`src/rtl/program_loader_pkg.sv`:
```
`default_nettype none
// ============================================================================
// program_loader_pkg : state encoding and shared constants for the boot loader
// Revision: 1.0
// ============================================================================
package program_loader_pkg;

    localparam int INST_W     = 16;
    localparam int IMEM_DEPTH = 256;

    typedef enum logic [2:0] {
        S_IDLE = 3'd0,
        S_LEN  = 3'd1,
        S_HI   = 3'd2,
        S_LO   = 3'd3,
        S_CSUM = 3'd4,
        S_DONE = 3'd5,
        S_ERR  = 3'd6
    } state_t;

    localparam logic [1:0] ERR_NONE    = 2'b00;
    localparam logic [1:0] ERR_CSUM    = 2'b01;
    localparam logic [1:0] ERR_TIMEOUT = 2'b10;

endpackage
`default_nettype wire

```
`src/rtl/program_loader_if.sv`:
```
`default_nettype none
// ============================================================================
// program_loader_if : byte stream in, instruction-memory write port out
// Revision: 1.0
// ============================================================================
interface program_loader_if #(
    parameter int ADDR_W = 8
);
    import program_loader_pkg::*;

    logic              in_valid;
    logic              in_ready;
    logic [7:0]        in_data;
    logic              imem_we;
    logic [ADDR_W-1:0] imem_addr;
    logic [INST_W-1:0] imem_wdata;

    // slave = the loader; master = the byte source / memory side
    modport slave (
        input  in_valid, in_data,
        output in_ready, imem_we, imem_addr, imem_wdata
    );

    modport master (
        output in_valid, in_data,
        input  in_ready, imem_we, imem_addr, imem_wdata
    );

endinterface
`default_nettype wire

```
`src/rtl/program_loader.sv`:
```
`default_nettype none
// ============================================================================
// program_loader : assembles a framed byte stream into 16-bit instructions,
//                  verifies the XOR checksum and releases the core on success
// Revision: 1.0
// ============================================================================
module program_loader
    import program_loader_pkg::*;
#(
    parameter int ADDR_W     = 8,
    parameter int TIMEOUT    = 1024,
    parameter int AUTO_START = 1
) (
    input  wire logic         clk,
    input  wire logic         rst,
    input  wire logic         start,
    program_loader_if.slave   bus,
    output logic              core_rst,
    output logic              busy,
    output logic              done,
    output logic              error,
    output logic [1:0]        err_code
);

    localparam int                IDLE_W  = (TIMEOUT > 1) ? $clog2(TIMEOUT) : 1;
    localparam logic [IDLE_W-1:0] TO_LAST = IDLE_W'((TIMEOUT > 0) ? TIMEOUT - 1 : 0);

    state_t            state_q;
    logic [8:0]        count_q;
    logic [8:0]        widx_q;
    logic [7:0]        hi_q;
    logic [7:0]        xor_q;
    logic [IDLE_W-1:0] idle_q;

    logic              in_ready_q;
    logic              imem_we_q;
    logic [ADDR_W-1:0] imem_addr_q;
    logic [INST_W-1:0] imem_wdata_q;
    logic              core_rst_q;
    logic              busy_q;
    logic              done_q;
    logic              error_q;
    logic [1:0]        err_code_q;

    logic accept;
    logic in_frame;
    logic timeout_hit;
    logic start_ok;

    assign accept      = bus.in_valid & in_ready_q;
    assign in_frame    = (state_q == S_LEN) || (state_q == S_HI) ||
                         (state_q == S_LO)  || (state_q == S_CSUM);
    assign timeout_hit = (TIMEOUT != 0) && in_frame && !accept && (idle_q == TO_LAST);
    // IDLE is only reachable from reset, so AUTO_START acts as a one-shot start
    assign start_ok    = start || ((state_q == S_IDLE) && (AUTO_START != 0));

    always_ff @(posedge clk or posedge rst) begin
        if (rst) begin
            state_q      <= S_IDLE;
            count_q      <= '0;
            widx_q       <= '0;
            hi_q         <= '0;
            xor_q        <= '0;
            idle_q       <= '0;
            in_ready_q   <= 1'b0;
            imem_we_q    <= 1'b0;
            imem_addr_q  <= '0;
            imem_wdata_q <= '0;
            core_rst_q   <= 1'b1;
            busy_q       <= 1'b0;
            done_q       <= 1'b0;
            error_q      <= 1'b0;
            err_code_q   <= ERR_NONE;
        end else begin
            imem_we_q <= 1'b0;

            if (accept) begin
                idle_q <= '0;
            end else if (in_frame) begin
                idle_q <= idle_q + 1'b1;
            end

            case (state_q)
                S_IDLE, S_DONE, S_ERR: begin
                    if (start_ok) begin
                        state_q    <= S_LEN;
                        idle_q     <= '0;
                        in_ready_q <= 1'b1;
                        busy_q     <= 1'b1;
                        core_rst_q <= 1'b1;
                        done_q     <= 1'b0;
                        error_q    <= 1'b0;
                        err_code_q <= ERR_NONE;
                    end
                end
                S_LEN: begin
                    if (accept) begin
                        count_q <= (bus.in_data == 8'd0) ? 9'd256 : {1'b0, bus.in_data};
                        widx_q  <= '0;
                        xor_q   <= bus.in_data;
                        state_q <= S_HI;
                    end
                end
                S_HI: begin
                    if (accept) begin
                        hi_q    <= bus.in_data;
                        xor_q   <= xor_q ^ bus.in_data;
                        state_q <= S_LO;
                    end
                end
                S_LO: begin
                    if (accept) begin
                        xor_q        <= xor_q ^ bus.in_data;
                        imem_we_q    <= 1'b1;
                        imem_addr_q  <= ADDR_W'(widx_q);
                        imem_wdata_q <= {hi_q, bus.in_data};
                        widx_q       <= widx_q + 9'd1;
                        state_q      <= (widx_q == count_q - 9'd1) ? S_CSUM : S_HI;
                    end
                end
                S_CSUM: begin
                    if (accept) begin
                        in_ready_q <= 1'b0;
                        busy_q     <= 1'b0;
                        if (bus.in_data == xor_q) begin
                            state_q    <= S_DONE;
                            done_q     <= 1'b1;
                            core_rst_q <= 1'b0;
                        end else begin
                            state_q    <= S_ERR;
                            error_q    <= 1'b1;
                            err_code_q <= ERR_CSUM;
                        end
                    end
                end
                default: state_q <= S_IDLE;
            endcase

            if (timeout_hit) begin
                state_q    <= S_ERR;
                in_ready_q <= 1'b0;
                busy_q     <= 1'b0;
                error_q    <= 1'b1;
                err_code_q <= ERR_TIMEOUT;
            end
        end
    end

    assign bus.in_ready   = in_ready_q;
    assign bus.imem_we    = imem_we_q;
    assign bus.imem_addr  = imem_addr_q;
    assign bus.imem_wdata = imem_wdata_q;
    assign core_rst       = core_rst_q | rst;
    assign busy           = busy_q;
    assign done           = done_q;
    assign error          = error_q;
    assign err_code       = err_code_q;

endmodule
`default_nettype wire
```
`src/flat_wrapper.sv`:
```
// flat-port wrapper written by rule: the top's interface ports become plain ports
module program_loader_flat import program_loader_pkg::*;
#(
    parameter int ADDR_W     = 8,
    parameter int TIMEOUT    = 1024,
    parameter int AUTO_START = 1
)
  (clk, rst, start, core_rst, busy, done, error, err_code, bus_in_valid, bus_in_data, bus_in_ready, bus_imem_we, bus_imem_addr, bus_imem_wdata);
  program_loader_if #(.ADDR_W(ADDR_W)) bus_i ();
  input  wire logic clk;
  input  wire logic rst;
  input  wire logic start;
  output logic core_rst;
  output logic busy;
  output logic done;
  output logic error;
  output logic [1:0] err_code;
  input wire logic [$bits(bus_i.in_valid)-1:0] bus_in_valid;
  input wire logic [$bits(bus_i.in_data)-1:0] bus_in_data;
  output wire logic [$bits(bus_i.in_ready)-1:0] bus_in_ready;
  output wire logic [$bits(bus_i.imem_we)-1:0] bus_imem_we;
  output wire logic [$bits(bus_i.imem_addr)-1:0] bus_imem_addr;
  output wire logic [$bits(bus_i.imem_wdata)-1:0] bus_imem_wdata;
  assign bus_i.in_valid = bus_in_valid;
  assign bus_i.in_data = bus_in_data;
  assign bus_in_ready = bus_i.in_ready;
  assign bus_imem_we = bus_i.imem_we;
  assign bus_imem_addr = bus_i.imem_addr;
  assign bus_imem_wdata = bus_i.imem_wdata;
  program_loader #(.ADDR_W(ADDR_W), .TIMEOUT(TIMEOUT), .AUTO_START(AUTO_START)) u_core (.clk(clk), .rst(rst), .start(start), .bus(bus_i), .core_rst(core_rst), .busy(busy), .done(done), .error(error), .err_code(err_code));
endmodule
```
`config.mk`:
```
export PLATFORM = sky130hd
export DESIGN_NAME = program_loader_flat
export DESIGN_NICKNAME = d
export VERILOG_FILES = /design/src/rtl/program_loader_pkg.sv /design/src/rtl/program_loader_if.sv /design/src/rtl/program_loader.sv /design/src/flat_wrapper.sv
export SDC_FILE = /design/constraint.sdc
export NUM_CORES = 1
export LEC_CHECK = 0
export BUFFER_PORTS_ARGS = -buffer_cell sky130_fd_sc_hd__buf_2
export CAP_MARGIN = 20
export CORE_MARGIN = 3
export CORE_UTILIZATION = 32
export DETAILED_ROUTE_END_ITERATION = 6
export GPL_ROUTABILITY_DRIVEN = 0
export RECOVER_POWER = 50
export SLEW_MARGIN = 20
export SYNTH_ARGS = -nofsm -noshare
export SYNTH_HDL_FRONTEND = slang
export SYNTH_SLANG_ARGS = --single-unit
```
`constraint.sdc`:
```
create_clock -name clk -period 4.4 [get_ports clk]
set_clock_uncertainty 0.2 [all_clocks]
set_input_delay 0 -clock clk [delete_from_list [all_inputs] [get_ports clk]]
set_output_delay 0 -clock clk [all_outputs]
set_load 0.01 [all_outputs]
```
## Word level (Yosys, flattened, before mapping)

Index checks and enable logic that the tools add are counted.

| storage, ports and cells | value |
|---|---|
| bits in registers | 78 |
| ROM bits | 0 |
| latch bits | 0 |
| memories kept | 0 |
| input bits | 12 |
| output and inout bits | 32 |
| bits in writable memories | 0 |

| cells by class | value |
|---|---|
| bitwise operators | 3 |
| $add $sub $neg | 3 |
| divide/modulo/power cells | 0 |
| mux-type cells | 42 |
| equal/unequal tests | 21 |
| $mul | 0 |
| reduce and logical (&&, ||, !) cells | 24 |
| shift operators | 0 |
| order comparisons | 0 |

Operators with widths:

| operator | number |
|---|---|
| two-way mux 10 bit | 4 |
| two-way mux 9 bit | 3 |
| two-way mux 3 bit | 7 |
| one-hot mux 9 bit (2 select lines) | 1 |
| two-way mux 8 bit | 2 |
| one-hot mux 8 bit (2 select lines) | 1 |
| != test 3 x 1 -> 1 bit (second input constant) | 5 |
| one-hot mux 3 bit (5 select lines) | 1 |
| two-way mux 1 bit | 13 |
| adder 10 x 1 -> 10 bit (second input constant) | 1 |
| == test 10 bit (second input constant) | 1 |
| two-way mux 2 bit | 5 |
| != test 2 x 1 -> 1 bit (second input constant) | 5 |
| adder 9 x 1 -> 9 bit (second input constant) | 1 |
| == test 3 bit (second input constant) | 3 |
| == test 9 bit | 1 |
| AND reduction 3 bit | 3 |
| subtractor 9 x 1 -> 9 bit (second input constant) | 1 |
| == test 8 bit | 1 |
| zero test 8 bit | 1 |
| one-hot mux 1 bit (2 select lines) | 4 |
| AND reduction 4 bit | 2 |
| XOR 8 bit | 1 |
| == test 3 x 2 -> 1 bit (second input constant) | 2 |
| other kinds (16) | 24 |

## Depth between registers and ports, before layout

Gate-level depths: netlist (run 1).

| depth | value |
|---|---|
| word-level depth | 8 |
| gate-level depth with buffers | 8 |
| mapped depth without buffers | 8 |

## Worst setup path after synthesis (run 1)

Ideal clock, no wire load.

| path | value |
|---|---|
| path type | reg2reg |
| start | register u_core.count_q[0] |
| end | register u_core.state_q[1] |
| data arrival time | 1.994 ns |
| required time | 4.069 ns |
| period minus slack after synthesis | 2.325 ns |
| stages on the path, launching flop included | 9 |
| path slack | 2.075 ns |
| library setup time | 0.131 ns |
| buffers on the path | 0 |
| cells stage by stage | dfrtp_1 -> inv_1 -> ha_1 -> nand2b_1 -> a21oi_1 -> a311o_1 -> a2111oi_4 -> a31oi_1 -> or3_1 |

| between the ends | value |
|---|---|
| longest elaborated chain between the ends | 6 |

Ends and longest elaborated chain:

| item | RTL line | source |
|---|---|---|
| start: declaration | program_loader.sv:29 | `logic [8:0] count_q;` |
| start signal: assignment | program_loader.sv:98 | `count_q <= (bus.in_data == 8'd0) ? 9'd256 : {1'b0, bus.in_data};` |
| subtractor 9 x 1 -> 9 bit | program_loader.sv:118 | `state_q <= (widx_q == count_q - 9'd1) ? S_CSUM : S_HI;` |
| == test 9 bit | program_loader.sv:118 |  |
| two-way mux 3 bit | program_loader.sv:118 |  |
| two-way mux 3 bit | program_loader.sv:112 | `if (accept) begin` |
| one-hot mux 3 bit (5 select lines) | program_loader.sv:83 | `case (state_q)` |
| two-way mux 3 bit | program_loader.sv:139 | `if (timeout_hit) begin` |
| end signal: assignment | program_loader.sv:118 |  |
| end: declaration | program_loader.sv:28 | `state_t state_q;` |

Every way passes these cells. The select of a mux whose other input is x is not followed.
A chain may end at the register's enable or synchronous reset.

## Final worst setup path (run 1)

Same ends and word-level chain as after synthesis.

==> results of run 1 <==
[kinds of logic (layout without fill, tap and decap cells)]
kind of cell | Yosys count | in the layout | synth area share [%]
muxes | 43 | 43 | 13.01
adders and majority gates | 3 | 3 | 1.012
DFF | 78 | 78 | 52.63
AOI/OAI and AO/OA | 40 | 40 | 7.249
and+or+nand+nor | 117 | 117 | 15.27
xor gates and xnor gates | 36 | 36 | 8.699
buffers and inverters | 18 | 77 | 2.124
[layout make-up]
cell class	count	area [sq um]
Clock buffer	9	225.2
Clock inverter	7	82.58
Fill cell	1093	6648
Multi-Input combinational cell	239	1682
Tap cell	140	175.2
Inverter	6	23.77
Timing Repair Buffer	55	289.0
Sequential cell	78	1953
[cells in the final DEF (no fill, tap or decap), drive strengths merged, types with 6 or more instances in the layout]
| cell | Yosys | routed |
|---|---|---|
| nor4 | 6 | 6 |
| nor2 | 29 | 29 |
| nand3 | 6 | 6 |
| dfrtp | 77 | 77 |
| nand2b | 7 | 7 |
| o21ai | 15 | 15 |
| dlygate4sd3 | 0 | 10 |
| xor2 | 27 | 27 |
| a21oi | 10 | 10 |
| clkbuf | 5 | 42 |
| buf | 7 | 12 |
| nand2 | 41 | 41 |
| inv | 6 | 7 |
| xnor2 | 9 | 9 |
| mux2 | 42 | 42 |
[critical path, cell delays in order, from the launching register on]
cell and delay [ns]:
sky130_fd_sc_hd__dfrtp_1 0.43, sky130_fd_sc_hd__inv_1 0.08, sky130_fd_sc_hd__ha_1 0.22, sky130_fd_sc_hd__nor3b_1 0.44, sky130_fd_sc_hd__nand2_1 0.10, sky130_fd_sc_hd__o31ai_1 0.25
sky130_fd_sc_hd__o311a_1 0.24, sky130_fd_sc_hd__a31oi_1 0.09, sky130_fd_sc_hd__or3_1 0.35
[registers in the layout, summed over array words and instances (netlist names), 2 cells and up]
signal / count
u_core.err_code: 2
u_core.hi_q: 8
u_core.widx_q: 9
u_core.bus.imem_addr: 8
u_core.state_q: 3
u_core.bus.imem_wdata: 16
u_core.idle_q: 10
u_core.count_q: 9
u_core.xor_q: 8
[worst min-delay path by stage]
stage,end,from,slack (ns),cells past startpoint
final,u_core.err_code[0]$_DFFE_PP0P_,bus_in_valid,0.12,5
after global routing,u_core.err_code[0]$_DFFE_PP0P_,bus_in_valid,0.17,5
after CTS,u_core.done$_DFFE_PP0P_,rst,0.09,3
after detailed placement,u_core.done$_DFFE_PP0P_,rst,-0.09,2
after global placement,u_core.done$_DFFE_PP0P_,rst,-0.09,2
after floorplan,core_rst,rst,-0.09,1
[layer usage]
| layer | part of all wire [%] | vias up | global-route usage [%] | wire (um) |
|---|---|---|---|---|
| met5 | 0 | - | 0 | 0 |
| met4 | 1.5 | 0 | 4.327 | 112 |
| met3 | 3.1 | 10 | 3.130 | 234 |
| met2 | 48 | 38 | 20.61 | 3673 |
| met1 | 47 | 1275 | 17.12 | 3554 |
| li1 | - | 1263 | - | - |
[where the power goes]
part	total, mW	internal (mW)	switching, mW
combinational	0.987	0.465	0.522
clock	0.753	0.447	0.307
sequential	1.22	0.983	0.233
[stage by stage]
step	setup WS [ns]	hold slack [ns]	instances	cell area [sq um]
after floorplan	2.075	-0.09348	335	3711
after global placement	1.922	-0.09236	508	4064
after detailed placement	1.902	-0.08680	508	4064
after CTS	1.886	0.09073	534	4472
after global routing	1.714	0.1712	534	4431
final	1.884	0.1226	534	4431
==> reports/metrics.json, run 1 <==
{
  "grt": {
    "grt_max_degree": 42,
    "globalRoute.totalOverflow": 0,
    "grtUsageTotal_pct": 12.86,
    "grt_antenna_before_repair": 0,
    "global_route_wire_length_before_repair_mm": 13.31,
    "first_global_vias": 2634
  },
  "logic_synthesis": {
    "syn_area_per_cell_sq_um": 11.08,
    "synthMostInstantiatedCell": "sky130_fd_sc_hd__dfrtp_1",
    "synth_sequential_area_ratio_pct": 52.63,
    "syn_inst": 335,
    "synth-main-ff-cell": "sky130_fd_sc_hd__dfrtp_1",
    "netlist_area_before_placement_sq_mm": 0.003711,
    "seq_cells_post_synth": 78,
    "syn_nets": 350,
    "synth_common_cells": "sky130_fd_sc_hd__dfrtp_1, sky130_fd_sc_hd__mux2_2, sky130_fd_sc_hd__nand2_1",
    "yosysTopAreaCell": "sky130_fd_sc_hd__dfrtp_1",
    "synth_top_area_share_pct": 51.92,
    "top_area_cells_in_the_synthesized_netlist": "sky130_fd_sc_hd__dfrtp_1, sky130_fd_sc_hd__mux2_2, sky130_fd_sc_hd__xor2_1, sky130_fd_sc_hd__nand2_1, sky130_fd_sc_hd__nor2_1",
    "synth_edf_count": 0,
    "synthesis.yosys.warnings": 0,
    "post_synth_num_cell_types": 46,
    "synthArstFlopShare_pct": 100.0
  },
  "timing": {
    "post-route-min-period_ns": 2.516,
    "hold_violations": 0,
    "tightestPinTransition_ns": 1.631,
    "report.final.setup_viol": 0,
    "max-slew-margin-rel_pct": -9.317,
    "post_route_setup_tns_ns": 0,
    "slew_violations": 39,
    "grt_setup_unrepaired": "false",
    "fmax_mhz": 397.5,
    "finalCritPeriodShare_pct": 57.17
  },
  "clock_network": {
    "number_of_clock_buffers_inserted_by_tritoncts": 9,
    "holdBufCountCts": 10,
    "clock_tree_buffer_depth": 2,
    "ctsHtreeMaxLevel": 3,
    "clk_pin_slew_worst_paths_ns": 0.06,
    "quantity_of_gates_resized_following_cts": 0,
    "clock_insertion_delay_worst_skew_ns": 0.34,
    "tritoncts_num_sinks": 78,
    "cts_tree": "built",
    "root_buffer": "sky130_fd_sc_hd__clkbuf_16",
    "postCtsSetupRepairBufs": 0
  },
  "die": {
    "die_area_sq_mm": 0.01293,
    "design.core.area_sq_mm": 0.01108,
    "ios": 44,
    "die-width_um": 113.7,
    "row_count": 38,
    "starting_density_of_the_core_pct": 33.50,
    "die-height_um": 113.7
  },
  "cells_and_area": {
    "num_antenna_cells": 0,
    "final_net_count": 404,
    "ratio_of_cells_with_drive_above_1_in_the_final_layout_pct": 20.30,
    "utilization_pct": 39.99,
    "area_growth_pct": 19.39
  },
  "outcome": {
    "outcome": "complete, but fails checks",
    "violated_checks": "capacitance limit, slew limit"
  },
  "setup_path": {
    "required_ns": 4.41,
    "critPathCaptureType": "flip-flop",
    "crit_arrival_ns": 2.53,
    "setup.worst_path.end": "u_core.state_q[1]$_DFFE_PP0P_",
    "timing_worst_setup_path_type": "flip-flop to flip-flop",
    "worst_r2r_endpoint": "u_core.state_q[1]$_DFFE_PP0P_",
    "critPathLaunchType": "flip-flop",
    "reg2reg_from": "u_core.count_q[0]$_DFFE_PP0P_",
    "rrSetupSlack_ns": 1.88,
    "critPathMaxFanout": 5,
    "crit_path_start": "u_core.count_q[0]$_DFFE_PP0P_",
    "reg2reg_depth": 8
  },
  "placement": {
    "hpwlAfterDp_mm": 5.306,
    "io_buffers": 43
  },
  "route": {
    "via_count": 2586,
    "wl_per_cell_um": 14.19,
    "drtPass1Iterations": 4,
    "vias_per_cell": 4.843,
    "final_antenna_net_count": 0,
    "detail_route.drc_violations": 0,
    "first_iter_violations": 140,
    "detail_route.wirelength_mm": 7.575
  },
  "hold_path": {
    "hp-class": "input port to flip-flop"
  },
  "power_and_ir_drop": {
    "total_power_mw": 2.956,
    "leakagePower_nw": 1.893,
    "power_density_mw_per_mm2": 667.2,
    "vdd_ir_drop_max_v": 0.0003168
  },
  "job": {
    "drv_cap": 1
  }
}
Note: power is estimated with default switching activity, not from simulation.
==> run 2, diff against run 1 <==
clock period = 2.6 ns   (was 4.4 ns; I/O delays follow)
==> reports/metrics.json, run 2 (synthesis gave the netlist of run 1 again) <==
{
  "cells_and_area": {
    "fillers": {"value": 1075, "change": "-1.6%"},
    "multi_input_area": {"value": 0.001689, "unit": "sq mm", "change": "+0.45%"},
    "final_cell_count_no_fill": {"value": 540, "change": "+1.1%"},
    "final_net_count": {"value": 410, "change": "+1.5%"},
    "largest_reg_flops": {"value": 16, "change": "unchanged"},
    "area.sequential": {"value": 0.001953, "unit": "sq mm", "change": "unchanged"},
    "num_antenna_cells": {"value": 0, "change": "unchanged"},
    "utilization": {"value": 40.57, "unit": "%", "change": "+0.58 points"},
    "leading_cell_types_in_the_layout_fill_and_taps_excluded": "sky130_fd_sc_hd__dfrtp_1, sky130_fd_sc_hd__mux2_2, sky130_fd_sc_hd__nand2_1",
    "area_growth_pct": 21.11,
    "most_common_library_cell_in_the_layout_ignoring_fill_and_taps": "sky130_fd_sc_hd__dfrtp_1",
    "ratio_of_cells_with_drive_above_1_in_the_final_layout": {"value": 26.25, "unit": "%", "change": "+5.9 points"}
  },
  "setup_path": {
    "crit_arrival": {"value": 2.50, "unit": "ns", "change": "-0.03 ns"},
    "timing_worst_setup_path_type": "flip-flop to flip-flop",
    "worstPathCellList": "inv_1 > ha_2 > nand2b_1 > a21oi_1 > a311o_1 > a2111oi_4 > a31oi_1 > or3_1",
    "required": {"value": 2.61, "unit": "ns", "change": "-1.80 ns"},
    "cpMaxStageDelayCell": "sky130_fd_sc_hd__dfrtp_1",
    "critPathMaxFanout": {"value": 5, "change": "unchanged"},
    "critical-path-max-stage-delay": {"value": 0.43, "unit": "ns", "change": "about the same"},
    "reg2reg_depth": {"value": 8, "change": "unchanged"},
    "critPathCaptureType": "flip-flop",
    "critPathLaunchType": "flip-flop"
  },
  "clock_network": {
    "ctsHtreeMaxLevel": {"value": 3, "change": "unchanged"},
    "number_of_clock_buffers_inserted_by_tritoncts": {"value": 9, "change": "unchanged"},
    "clock_insertion_delay_worst_skew": {"value": 0.34, "unit": "ns", "change": "about the same"},
    "clock_tree_buffer_depth": {"value": 2, "change": "unchanged"},
    "tritoncts_num_sinks": {"value": 78, "change": "unchanged"},
    "cts_tree": "built",
    "clk_pin_slew_worst_paths": {"value": 0.06, "unit": "ns", "change": "about the same"},
    "root_buffer": "sky130_fd_sc_hd__clkbuf_16"
  },
  "power_and_ir_drop": {
    "leakagePower": {"value": 1.976, "unit": "nW", "change": "+4.4%"},
    "power_density": {"value": 1113, "unit": "mW/mm^2", "change": "+67%"},
    "vdd_ir_drop_max": {"value": 0.0005546, "unit": "V", "change": "+75%"}
  },
  "hold_path": {
    "hold_depth": {"value": 4, "change": "-1"},
    "hp-class": "input port to flip-flop"
  },
  "grt": {
    "globalRoute.totalOverflow": {"value": 0, "change": "unchanged"},
    "grtUsageTotal": {"value": 12.71, "unit": "%", "change": "-0.15 points"},
    "grt_max_degree": {"value": 79, "change": "+88%"},
    "first_global_vias": {"value": 2671, "change": "+1.4%"},
    "grt_antenna_before_repair": {"value": 0, "change": "unchanged"},
    "global_route_wire_length_before_repair": {"value": 13.00, "unit": "mm", "change": "-2.3%"}
  },
  "route": {
    "vias_per_cell": {"value": 4.887, "change": "+0.92%"},
    "via_count": {"value": 2639, "change": "+2.0%"},
    "detail_route.wirelength": {"value": 7.584, "unit": "mm", "change": "+0.12%"},
    "drtPass1Iterations": {"value": 4, "change": "unchanged"},
    "final_antenna_net_count": {"value": 0, "change": "unchanged"},
    "wl_per_cell": {"value": 14.04, "unit": "um", "change": "-0.99%"},
    "first_iter_violations": {"value": 100, "change": "-29%"},
    "detail_route.drc_violations": {"value": 0, "change": "unchanged"}
  },
  "die": {
    "die-width": {"value": 113.7, "unit": "um", "change": "unchanged"},
    "starting_density_of_the_core": {"value": 33.50, "unit": "%", "change": "unchanged"},
    "design.core.area": {"value": 0.01108, "unit": "sq mm", "change": "unchanged"},
    "row_count": {"value": 38, "change": "unchanged"},
    "ios": {"value": 44, "change": "unchanged"},
    "die-height": {"value": 113.7, "unit": "um", "change": "unchanged"},
    "die_area": {"value": 0.01293, "unit": "sq mm", "change": "unchanged"}
  },
  "timing": {
    "tightestPinTransition": {"value": 1.709, "unit": "ns", "change": "+0.07870 ns"},
    "finalCritPeriodShare": {"value": 95.67, "unit": "%", "change": "+38 points"},
    "max-slew-margin-rel": {"value": -13.97, "unit": "%", "change": "-4.6 points"},
    "slew_violations": {"value": 79, "change": "+100%"},
    "fmax": {"value": 402.0, "unit": "MHz", "change": "+1.1%"},
    "post-route-min-period": {"value": 2.487, "unit": "ns", "change": "-0.02814 ns"},
    "post_route_setup_tns": {"value": 0, "unit": "ns", "change": "unchanged"},
    "report.final.setup_viol": {"value": 0, "change": "unchanged"},
    "hold_ws": {"value": 0.02602, "unit": "ns", "change": "-0.09661 ns"},
    "worst_slack": {"value": 0.1125, "unit": "ns", "change": "-1.772 ns"},
    "grt_setup_unrepaired": "false",
    "hold_violations": {"value": 0, "change": "unchanged"}
  },
  "placement": {
    "dpl_cells": {"value": 514, "change": "+1.2%"},
    "io_buffers": {"value": 43, "change": "unchanged"},
    "place_worst_setup_slack": {"value": 0.1313, "unit": "ns", "change": "-1.771 ns"},
    "hpwlAfterDp": {"value": 5.113, "unit": "mm", "change": "-3.6%"}
  },
  "outcome": {
    "outcome": "complete, but fails checks",
    "violated_checks": "capacitance limit, slew limit"
  },
  "job": {
    "drv_cap": {"value": 1, "change": "unchanged"}
  }
}
[run 2: final cells by class]
class,instances,share of cell area [%]
clock buffer,9,5.011
multi-input combinational,239,37.58
timing repair buffer,61,8.129
sequential,78,43.46
tap,140,3.898
clock inverter,7,1.392
inverter,6,0.5290
[run 2: metrics by stage]
stage,area [sq um],power [mW]
floorplan,3711,3.293
CTS,4522,5.095
detailed placement,4134,3.838
global route,4494,5.360
finish,4494,5.001
global placement,4134,3.776
[run 2: worst max-delay path, delay by kind of cell (launching register included)]
kind	cells	cell delay (ns)
and+or+nand+nor	2	0.49
buffers and inverters	1	0.08
adders and majority gates	1	0.21
DFF	1	0.43
AOI/OAI and AO/OA	4	0.95
[run 2: power breakdown]
group	internal, mW	switching [mW]	total (mW)	leakage (nW)
combinational	0.858	0.898	1.76	0.854
clock	0.668	0.539	1.21	0.139
sequential	1.66	0.376	2.04	0.983
total	3.19	1.81	5.00	1.98
[run 2: path summary, 6_finish.rpt]
| kind | from | endpoint | slack [ns] |
|---|---|---|---|
| min in group asynchronous | rst | u_core.idle_q[8]$_DFF_PP0_ | 0.62 |
| worst max register to register | u_core.count_q[0]$_DFFE_PP0P_ | u_core.state_q[1]$_DFFE_PP0P_ | 0.11 |
| max in group asynchronous | rst | u_core.xor_q[2]$_DFFE_PP0P_ | 0.53 |
| worst min register to register | u_core.core_rst_q$_DFFE_PP1P_ | u_core.core_rst_q$_DFFE_PP1P_ | 0.28 |
| worst min-delay path | bus_in_valid | u_core.bus.imem_we$_DFF_PP0_ | 0.03 |
| worst max-delay path | u_core.count_q[0]$_DFFE_PP0P_ | u_core.state_q[1]$_DFFE_PP0P_ | 0.11 |
[run 2: timing repair]
action / 4_1_cts / 5_1_grt
hold buffers: 10 / 0
hold endpoints to repair: 114 / 0
resized for setup: 0 / 2
endpoints found under the setup margin: 0 / 1
buffers inserted: 0 / 0
[run 2: layer usage]
layer  global-route usage [%]  vias to the layer above  share of wire, %
li1                         -                     1289                 -
met1                    15.90                     1299                45
met2                    20.46                       38                49
met3                    3.554                       13               3.7
met4                    5.769                        0               2.2
met5                        0                        -                 0
==> run 3, diff against run 2 <==
CORE_MARGIN = 4   (was 3)
CTS_BUF_LIST = sky130_fd_sc_hd__clkbuf_8   (was not set)
clock period = 2.35 ns   (was 2.6 ns; I/O delays follow)
==> reports/metrics.json, run 3 (synthesis gave the netlist of run 1 again) <==
{
  "outcome": {
    "outcome": "complete, no violations"
  },
  "timing": {
    "post-route-min-period": {"value": 2.271, "unit": "ns", "change": "-0.2161 ns"},
    "hold_ws": {"value": 0.01851, "unit": "ns", "change": "-0.007513 ns"},
    "fmax": {"value": 440.3, "unit": "MHz", "change": "+9.5%"},
    "worst_slack": {"value": 0.07863, "unit": "ns", "change": "-0.03388 ns"},
    "hold_violations": {"value": 0, "change": "unchanged"},
    "finalCritPeriodShare": {"value": 96.65, "unit": "%", "change": "+0.98 points"},
    "grt_setup_unrepaired": "false",
    "max-slew-margin-rel": {"value": 31.81, "unit": "%", "change": "+46 points"},
    "tightestPinTransition": {"value": 1.023, "unit": "ns", "change": "-0.6866 ns"},
    "report.final.setup_viol": {"value": 0, "change": "unchanged"},
    "slew_violations": {"value": 0, "change": "-100%"}
  },
  "cells_and_area": {
    "fillers": {"value": 1118, "change": "+4.0%"},
    "final_net_count": {"value": 422, "change": "+2.9%"},
    "area_growth_pct": 22.93,
    "largest_reg_flops": {"value": 16, "change": "unchanged"},
    "leading_cell_types_in_the_layout_fill_and_taps_excluded": "sky130_fd_sc_hd__dfrtp_1, sky130_fd_sc_hd__mux2_2, sky130_fd_sc_hd__nand2_1",
    "area.sequential": {"value": 0.001953, "unit": "sq mm", "change": "unchanged"},
    "ratio_of_cells_with_drive_above_1_in_the_final_layout": {"value": 28.64, "unit": "%", "change": "+2.4 points"},
    "final_cell_count_no_fill": {"value": 555, "change": "+2.8%"},
    "num_antenna_cells": {"value": 0, "change": "unchanged"},
    "post-route-cell-area": {"value": 0.004562, "unit": "sq mm", "change": "+1.5%"},
    "multi_input_area": {"value": 0.001717, "unit": "sq mm", "change": "+1.6%"},
    "most_common_library_cell_in_the_layout_ignoring_fill_and_taps": "sky130_fd_sc_hd__dfrtp_1"
  },
  "route": {
    "drtPass1Iterations": {"value": 4, "change": "unchanged"},
    "wl_per_cell": {"value": 14.20, "unit": "um", "change": "+1.1%"},
    "detail_route.drc_violations": {"value": 0, "change": "unchanged"},
    "first_iter_violations": {"value": 128, "change": "+28%"},
    "detail_route.wirelength": {"value": 7.881, "unit": "mm", "change": "+3.9%"},
    "final_antenna_net_count": {"value": 0, "change": "unchanged"},
    "vias_per_cell": {"value": 4.840, "change": "-0.97%"},
    "via_count": {"value": 2686, "change": "+1.8%"}
  },
  "setup_path": {
    "required": {"value": 2.38, "unit": "ns", "change": "-0.23 ns"},
    "crit_arrival": {"value": 2.30, "unit": "ns", "change": "-0.20 ns"},
    "crit_path_start": "u_core.count_q[1]$_DFFE_PP0P_",
    "timing_worst_setup_path_type": "flip-flop to flip-flop",
    "reg2reg_from": "u_core.count_q[1]$_DFFE_PP0P_",
    "critPathCaptureType": "flip-flop",
    "critPathLaunchType": "flip-flop",
    "critPathMaxFanout": {"value": 5, "change": "unchanged"}
  },
  "hold_path": {
    "hp-class": "input port to flip-flop",
    "hold_path.startpoint": "bus_in_valid"
  },
  "placement": {
    "dpl_cells": {"value": 529, "change": "+2.9%"},
    "io_buffers": {"value": 43, "change": "unchanged"},
    "dpl-instance-area": {"value": 0.004214, "unit": "sq mm", "change": "+1.9%"},
    "place_worst_setup_slack": {"value": -0.03063, "unit": "ns", "change": "-0.1619 ns"},
    "hpwlAfterDp": {"value": 5.544, "unit": "mm", "change": "+8.4%"}
  },
  "grt": {
    "first_global_vias": {"value": 2733, "change": "+2.3%"},
    "globalRoute.totalOverflow": {"value": 0, "change": "unchanged"},
    "grtUsageTotal": {"value": 12.59, "unit": "%", "change": "-0.12 points"},
    "grt_max_degree": {"value": 42, "change": "-47%"},
    "grt_antenna_before_repair": {"value": 0, "change": "unchanged"},
    "global_route_wire_length_before_repair": {"value": 13.22, "unit": "mm", "change": "+1.7%"}
  },
  "clock_network": {
    "tritoncts_num_sinks": {"value": 78, "change": "unchanged"},
    "cts_tree": "built",
    "root_buffer": "sky130_fd_sc_hd__clkbuf_8",
    "clock_tree_buffer_depth": {"value": 2, "change": "unchanged"},
    "postCtsSetupRepairBufs": {"value": 0, "change": "unchanged"},
    "number_of_clock_buffers_inserted_by_tritoncts": {"value": 9, "change": "unchanged"},
    "ctsHtreeMaxLevel": {"value": 3, "change": "unchanged"},
    "clock_insertion_delay_worst_skew": {"value": 0.36, "unit": "ns", "change": "+0.02 ns"},
    "clk_pin_slew_worst_paths": {"value": 0.09, "unit": "ns", "change": "+0.03 ns"}
  },
  "job": {
    "drv_cap": {"value": 0, "change": "-1"}
  },
  "die": {
    "ios": {"value": 44, "change": "unchanged"},
    "die_area": {"value": 0.01338, "unit": "sq mm", "change": "+3.5%"},
    "starting_density_of_the_core": {"value": 32.64, "unit": "%", "change": "-0.86 points"},
    "row_count": {"value": 39, "change": "+2.6%"},
    "die-height": {"value": 115.7, "unit": "um", "change": "+1.8%"},
    "die-width": {"value": 115.7, "unit": "um", "change": "+1.8%"},
    "design.core.area": {"value": 0.01137, "unit": "sq mm", "change": "+2.6%"}
  },
  "power_and_ir_drop": {
    "leakagePower": {"value": 2.024, "unit": "nW", "change": "+2.4%"},
    "power_density": {"value": 1218, "unit": "mW/mm^2", "change": "+9.4%"},
    "vdd_ir_drop_max": {"value": 0.0004748, "unit": "V", "change": "-14%"}
  }
}
==> run 3: cell types whose count changed in the layout (fill, tap and decap cells not counted), sizes merged <==
cell and change:
buf +10, bufinv +3, clkbuf +2, clkinvlp -1
inv -2
==> run 3: critical path, cell delays in order (launching register included) <==
cell and delay, ns:
sky130_fd_sc_hd__dfrtp_1 0.40, sky130_fd_sc_hd__inv_2 0.07, sky130_fd_sc_hd__ha_4 0.15, sky130_fd_sc_hd__nand2b_4 0.12, sky130_fd_sc_hd__a21oi_1 0.06, sky130_fd_sc_hd__a311o_1 0.30, sky130_fd_sc_hd__a2111oi_4 0.38, sky130_fd_sc_hd__a31oi_1 0.12
sky130_fd_sc_hd__or3_1 0.34
==> run 3: worst paths after layout <==
check / depth (start not counted) / slack [ns] / to
min reg2reg: 2 / 0.28 / u_core.core_rst_q$_DFFE_PP1P_
min: 4 / 0.02 / u_core.widx_q[1]$_DFFE_PP0P_
max: 8 / 0.08 / u_core.state_q[1]$_DFFE_PP0P_
max in group asynchronous: 4 / 1.00 / u_core.bus.imem_wdata[7]$_DFFE_PP0P_
max reg2reg: 8 / 0.08 / u_core.state_q[1]$_DFFE_PP0P_
min in group asynchronous: 4 / 0.27 / u_core.idle_q[8]$_DFF_PP0_
==> run 3: final cells by class <==
type / instances / area share [%]
Timing Repair Buffer: 73 / 9.929
Clock buffer: 9 / 2.715
Inverter: 6 / 0.4937
Tap cell: 143 / 3.922
Multi-Input combinational cell: 239 / 37.63
Sequential cell: 78 / 42.81
Clock inverter: 7 / 2.496
==> run 3: what timing repair did <==
action / CTS / global route
resized for setup: 1 / 6
pin swaps: 1 / 5
hold endpoints to repair: 115 / 0
hold buffers: 10 / 0
setup endpoints to repair: 1 / 1
==> run 3: stage by stage <==
stage               util (%)  TNS (ns)  total power, mW
global route           40.12         0            5.959
finish                 40.12         0            5.555
floorplan                  -         0            3.643
CTS                    40.06         0            5.587
global placement       37.06         0            4.279
detailed placement     37.06  -0.03063            4.354
==> run 3: where the power goes <==
part / internal (mW) / switching (mW) / leakage, nW
sequential: 1.84 / 0.394 / 0.983
clock: 0.702 / 0.494 / 0.122
combinational: 1.06 / 1.07 / 0.918
==> run 3: routing by layer <==
metal	wire [um]	vias to the layer above	track usage, %
met4	223	0	6.265
met5	0	-	0
met1	3479	1320	15.71
li1	-	1302	-
met3	339	18	3.238
met2	3839	46	20.33
